### src/rtl/mul_pkg.sv
// mul_pkg: shared types and helpers for the sequential RV32M multiplier.
//   mul_op_e    : operation encoding (matches the 2-bit op input)
//   mul_state_e : control FSM states
//   XLEN        : operand width
//   op_a_signed / op_b_signed : whether rs1 / rs2 are treated as signed
package mul_pkg;

  localparam int XLEN = 32;

  typedef enum logic [1:0] {
    MUL    = 2'd0,
    MULH   = 2'd1,
    MULHSU = 2'd2,
    MULHU  = 2'd3
  } mul_op_e;

  typedef enum logic [1:0] {
    IDLE = 2'd0,
    CALC = 2'd1,
    DONE = 2'd2
  } mul_state_e;

  // MUL returns the low word, which does not depend on signedness, so it
  // is handled as unsigned.
  function automatic logic op_a_signed(input mul_op_e op);
    return (op == MULH) || (op == MULHSU);
  endfunction

  function automatic logic op_b_signed(input mul_op_e op);
    return (op == MULH);
  endfunction

endpackage

### src/rtl/mul_seq_32_add_32.sv
// full_adder: single-bit full adder cell.
// add_32: 32-bit ripple-carry adder built from full_adder cells.
//   a, b  : 32-bit addends
//   cin   : carry in
//   s     : 32-bit sum
//   c_out : carry out of bit 31
module full_adder (
  input  logic a,
  input  logic b,
  input  logic cin,
  output logic s,
  output logic cout
);
  assign s    = a ^ b ^ cin;
  assign cout = (a & b) | (a & cin) | (b & cin);
endmodule

module add_32
  import mul_pkg::*;
(
  input  logic [XLEN-1:0] a,
  input  logic [XLEN-1:0] b,
  input  logic            cin,
  output logic [XLEN-1:0] s,
  output logic            c_out
);
  logic [XLEN:0] c;

  assign c[0] = cin;

  for (genvar i = 0; i < XLEN; i++) begin : g_bit
    full_adder u_fa (
      .a    (a[i]),
      .b    (b[i]),
      .cin  (c[i]),
      .s    (s[i]),
      .cout (c[i+1])
    );
  end

  assign c_out = c[XLEN];
endmodule

### src/rtl/mul_seq_32.sv
// mul_seq_32: multi-cycle radix-2 shift-add multiplier for RV32M
// MUL / MULH / MULHSU / MULHU. Operands are reduced to magnitudes,
// multiplied unsigned one bit per cycle, then conditionally negated.
//
// Ports:
//   clk    : core clock, rising edge
//   rst_n  : asynchronous active-low reset
//   start  : request, sampled only in IDLE
//   op     : 0=MUL, 1=MULH, 2=MULHSU, 3=MULHU
//   a, b   : rs1 / rs2 operands, captured on accepted start
//   busy   : high in CALC and DONE
//   done   : one-cycle pulse when result is valid
//   result : selected product word, held until replaced by the next op
//
// Build option MUL_EARLY_TERM_EN: when defined, CALC ends as soon as the
// remaining multiplier bits are zero, applying the leftover shifts in one
// cycle. Results are identical either way; only latency changes.
//
// state | meaning
// IDLE  | waiting for start
// CALC  | one add/shift iteration per cycle
// DONE  | result valid, done pulsed
module mul_seq_32
  import mul_pkg::*;
#(
  parameter int CNT_W = 6
) (
  input  logic            clk,
  input  logic            rst_n,
  input  logic            start,
  input  logic [1:0]      op,
  input  logic [XLEN-1:0] a,
  input  logic [XLEN-1:0] b,
  output logic            busy,
  output logic            done,
  output logic [XLEN-1:0] result
);

  mul_state_e      state;
  mul_op_e         op_q;
  logic [64:0]     p;
  logic [XLEN-1:0] mcand;
  logic            neg;
  logic [CNT_W-1:0] cnt;

  // Operand conditioning at accept time.
  mul_op_e         op_in;
  logic            a_neg;
  logic            b_neg;
  logic [XLEN-1:0] mag_a;
  logic [XLEN-1:0] mag_b;

  assign op_in = mul_op_e'(op);
  assign a_neg = op_a_signed(op_in) && a[XLEN-1];
  assign b_neg = op_b_signed(op_in) && b[XLEN-1];
  // |0x80000000| wraps back to 0x80000000, which is correct as unsigned.
  assign mag_a = a_neg ? (~a + 1'b1) : a;
  assign mag_b = b_neg ? (~b + 1'b1) : b;

  // One iteration: conditional add into the upper half, then shift right.
  logic [XLEN-1:0] add_s;
  logic            add_c;
  logic [XLEN:0]   sum_hi;
  logic [64:0]     p_step;
  logic [CNT_W-1:0] cnt_next;
  logic [64:0]     p_fin;
  logic            calc_last;
  logic [63:0]     prod;

  add_32 u_add (
    .a     (p[63:32]),
    .b     (mcand),
    .cin   (1'b0),
    .s     (add_s),
    .c_out (add_c)
  );

  assign sum_hi   = p[0] ? {add_c, add_s} : p[64:32];
  assign p_step   = {1'b0, sum_hi, p[31:1]};
  assign cnt_next = cnt + 1'b1;

`ifdef MUL_EARLY_TERM_EN
  // After this cycle's shift, the unconsumed multiplier bits sit in
  // p_step[31-cnt_next:0]. Once those are zero, every remaining iteration
  // is a pure shift, so they collapse into a single barrel shift.
  logic [XLEN-1:0] rem_mask;
  assign rem_mask  = 32'hFFFF_FFFF >> cnt_next;
  assign calc_last = ((p_step[31:0] & rem_mask) == '0);
  assign p_fin     = p_step >> (CNT_W'(XLEN) - cnt_next);
`else
  assign calc_last = (cnt_next == CNT_W'(XLEN));
  assign p_fin     = p_step;
`endif

  assign prod = neg ? (~p_fin[63:0] + 64'd1) : p_fin[63:0];

  always_ff @(posedge clk or negedge rst_n) begin
    if (!rst_n) begin
      state  <= IDLE;
      op_q   <= MUL;
      p      <= '0;
      mcand  <= '0;
      neg    <= 1'b0;
      cnt    <= '0;
      busy   <= 1'b0;
      done   <= 1'b0;
      result <= '0;
    end else begin
      case (state)
        IDLE: begin
          done <= 1'b0;
          if (start) begin
            op_q  <= op_in;
            mcand <= mag_a;
            neg   <= a_neg ^ b_neg;
            p     <= {33'b0, mag_b};
            cnt   <= '0;
            busy  <= 1'b1;
            state <= CALC;
          end
        end
        CALC: begin
          cnt <= cnt_next;
          if (calc_last) begin
            p      <= p_fin;
            result <= (op_q == MUL) ? prod[31:0] : prod[63:32];
            done   <= 1'b1;
            state  <= DONE;
          end else begin
            p <= p_step;
          end
        end
        DONE: begin
          done  <= 1'b0;
          busy  <= 1'b0;
          state <= IDLE;
        end
        default: begin
          done  <= 1'b0;
          busy  <= 1'b0;
          state <= IDLE;
        end
      endcase
    end
  end

endmodule

### config.mk
export PLATFORM = sky130hd
export DESIGN_NAME = mul_seq_32
export DESIGN_NICKNAME = d
export VERILOG_FILES = /design/src/rtl/mul_pkg.sv /design/src/rtl/mul_seq_32_add_32.sv /design/src/rtl/mul_seq_32.sv
export SDC_FILE = /design/constraint.sdc
export NUM_CORES = 1
export LEC_CHECK = 0
export CORE_MARGIN = 5
export CORE_UTILIZATION = 63
export DETAILED_ROUTE_END_ITERATION = 10
export HOLD_SLACK_MARGIN = 0.15
export PLACE_DENSITY = 0.95
export SKIP_LAST_GASP = 1
export SLEW_MARGIN = 20
export SYNTH_ARGS = -nofsm -noshare
export SYNTH_HDL_FRONTEND = slang
export SYNTH_SLANG_ARGS = --single-unit
### constraint.sdc
create_clock -name clk -period 27.9 [get_ports clk]
set_input_delay 5.58 -clock clk [delete_from_list [all_inputs] [get_ports clk]]
set_output_delay 5.58 -clock clk [all_outputs]
set_load 0.1 [all_outputs]
==> flow_summary.toml <==
[detailed_routing]
drc = 0
drtAntennaViolNets = 0
drt_iter0_drc = 1521
via_per_inst = 6.64
dr.pass1.iters = 6
vias = 9550
wl_per_cell_um = 20.2
drt-total-wl_um = 29100

[cells_and_area]
diodes = 0
nets = 1322
fin_util_pct = 75.8
drive_above_1_share_pct = 6.43
fin_area_um2 = 11600
final_cell_mix = "dfrtp_1 (140), nand2_1 (128), o21ai_0 (116)"
stdcell_count = 1439
syn_to_final_growth_pct = 17.2
final_common_cell = "dfrtp_1"
n_fill_cell = 1041

[grt]
grt_max_degree = 90
antenna_found_initial = 0
globalRouteOverflowTotal = 0
grt_pass1_vias = 9121
grt_pass1_wl_um = 46700
grt_use_met3_pct = 9.21
use_met2_pct = 49.6
use_met1_pct = 42.5
grtUsageTotal_pct = 32.2
busiest_layer = "met2"

[timing]
setup_slack_ps = 14000
finalHoldViolations = 0
tns_ps = 0
slew_headroom_pct = 34.6
drv_slew = 0
skew_ps = 10.8
fin_crit_ps = 13900
timing.final.crit_share_pct = 49.8
holdWs_ps = 479
worst_slew_pin_slew_ps = 978
setup_viol = 0
rsz0062_at_grt = "false"
fmax_mhz = 71.9

[power_and_ir_drop]
power_mw = 1.53
p_leak_nw = 4.62
powerDensity_nw_per_um2 = 132
max-vdd-ir-drop_uv = 77.7

[synth]
synthArstFlopShare_pct = 100
synth_top_family_by_area = "compound AO/OA/AOI/OAI gates"
ys_seq_elements = 141
synth_xor_area_share_pct = 9.99
synth_edf_count = 0
syn_area_um2 = 9900
yosys_warnings = 0
syn_inst = 1153
synth_nets = 1260
synthSimpleGateAreaFrac_pct = 16.5
synth.area.mux_share_pct = 2.41
synth_compound_area_share_pct = 22.4
synth_fa_ha_area_share_pct = 7.15
yosysUniqueCellTypes = 65
syn_area_per_cell_um2 = 8.59
ys_seq_area_share_pct = 35.6
synth_flop_cell = "dfrtp_1"

[clocking]
postCtsSetupBuffers = 0
clockBufferDepth = 2
cts_tree = "done"
cts_sinks = 141
ctsHtreeMaxLevel = 4
clk_pin_slew_ps = 60
cts_hold_buf = 0
cts-root-buf = "clkbuf_16"
clk_latency_ps = 440
ctsResizeCount = 0
numCtsBuffers = 17

[placement]
numPortBuffers = 102
dpl_cell_area_um2 = 11000
gp_congestion = 0.988
place_ws_ps = 14300
place_hpwl_um = 20600
dp_cells = 1407

[floorplanning]
core_um2 = 15300
start_util_pct = 64.7
die_area_um2 = 18300
die_w_um = 135
die_h_um = 135
io_pins = 103
rows = 45

[worst_setup_path]
slowest_delay_ps = 430
start_kind = "flip-flop"
cp_max_fo = 4
crit_type = "flip-flop to flip-flop"
cp.required_ps = 28270
worstPathArrival_ps = 14270
cpMostUsedCell = "fa_1"
worst_path_max_delay_cell = "fa_1"
end_kind = "flip-flop"

[worst_hold_path]
hp-class = "flip-flop to flip-flop"

[run]
cap_violations = 0

[outcome]
outcome = "finished, final reports clean"
cells in the mapped netlist, types with 4 or more instances:
cell / number / area, um^2
o21a_1: 4 / 30.0
nand2_1: 128 / 480
and2_1: 5 / 31.3
nor3_1: 22 / 110
clkbuf_1: 57 / 214
mux2i_1: 7 / 70.1
nor2b_1: 5 / 31.3
o21ai_1: 6 / 30.0
o21ai_0: 117 / 586
a21oi_1: 61 / 305
nand4_1: 12 / 75.1
or4_1: 16 / 120
nor2_1: 58 / 218
a31oi_1: 10 / 62.6
dfrtp_1: 141 / 3530
fa_1: 31 / 621
mux2_2: 15 / 169
a22o_1: 5 / 43.8
nand2b_1: 7 / 43.8
xnor2_1: 59 / 517
o22ai_1: 43 / 269
nor4_1: 12 / 75.1
nand3_1: 28 / 140
a22oi_1: 25 / 188
o211ai_1: 5 / 37.5
or3_1: 18 / 113
buf_2: 5 / 25.0
o221ai_1: 6 / 52.6
o31ai_1: 38 / 285
xor2_1: 54 / 473
inv_1: 79 / 297
ha_1: 7 / 87.6
buf_1: 4 / 15.0
o41ai_1: 12 / 105
or2_2: 6 / 37.5
critical path, delay by kind of cell (launching register included):
kind / cells / cell delay [ps]
adders and majority gates: 32 / 12430
AOI/OAI and AO/OA: 3 / 420
DFF: 1 / 380
muxes: 1 / 250
and+or+nand+nor: 1 / 210
buffers and inverters: 2 / 120
worst paths after layout:
check / startpoint / endpoint / slack [ps] / depth (start not counted)
min in group asynchronous: rst_n / cnt[3] / 5120 / 1
hold reg to reg: result[7] / result[7] / 480 / 2
setup reg to reg: p[32] / result[31] / 14000 / 39
hold / removal: result[7] / result[7] / 480 / 2
setup / recovery: p[32] / result[31] / 14000 / 39
max in group asynchronous: rst_n / p[62] / 21430 / 2
where the power goes:
group | switching, mW | leakage [nW] | internal, mW
Clock | 0.0919 | 0.294 | 0.143
Sequential | 0.0986 | 1.77 | 0.290
Combinational | 0.584 | 2.56 | 0.320
routing by layer:
metal	share of wire, %	wire [um]	vias to the layer above
met3	12	3350	125
met4	4.4	1270	0
li1	-	-	4271
met5	0	0	-
met2	46	13300	641
met1	38	11100	4513
logic make-up after synthesis:
| kind of cell | Yosys count |
|---|---|
| XOR/XNOR | 113 |
| multiplexers | 22 |
| adder cells (fa/ha/maj) | 38 |
| flip-flops | 141 |
| AND/OR/NAND/NOR | 334 |
| AO/OA/AOI/OAI | 356 |
| buffers and inverters | 149 |
cell type report:
class	instances	area (um^2)	area share (%)
Clock buffer	19	443	3.82
Multi-Input combinational cell	863	5810	50.0
Sequential cell	141	3530	30.4
Tap cell	211	264	2.28
Clock inverter	13	164	1.41
Timing Repair Buffer	112	1100	9.46
Inverter	80	300	2.59
sequential cells by signal, summed over array words and instances, names as in the netlist:
| name | flops |
|---|---|
| busy | 1 |
| cnt | 6 |
| done | 1 |
| mcand | 32 |
| neg | 1 |
| op_q | 2 |
| p | 64 |
| result | 32 |
| state | 2 |
Power figures use the tool's default switching activity.
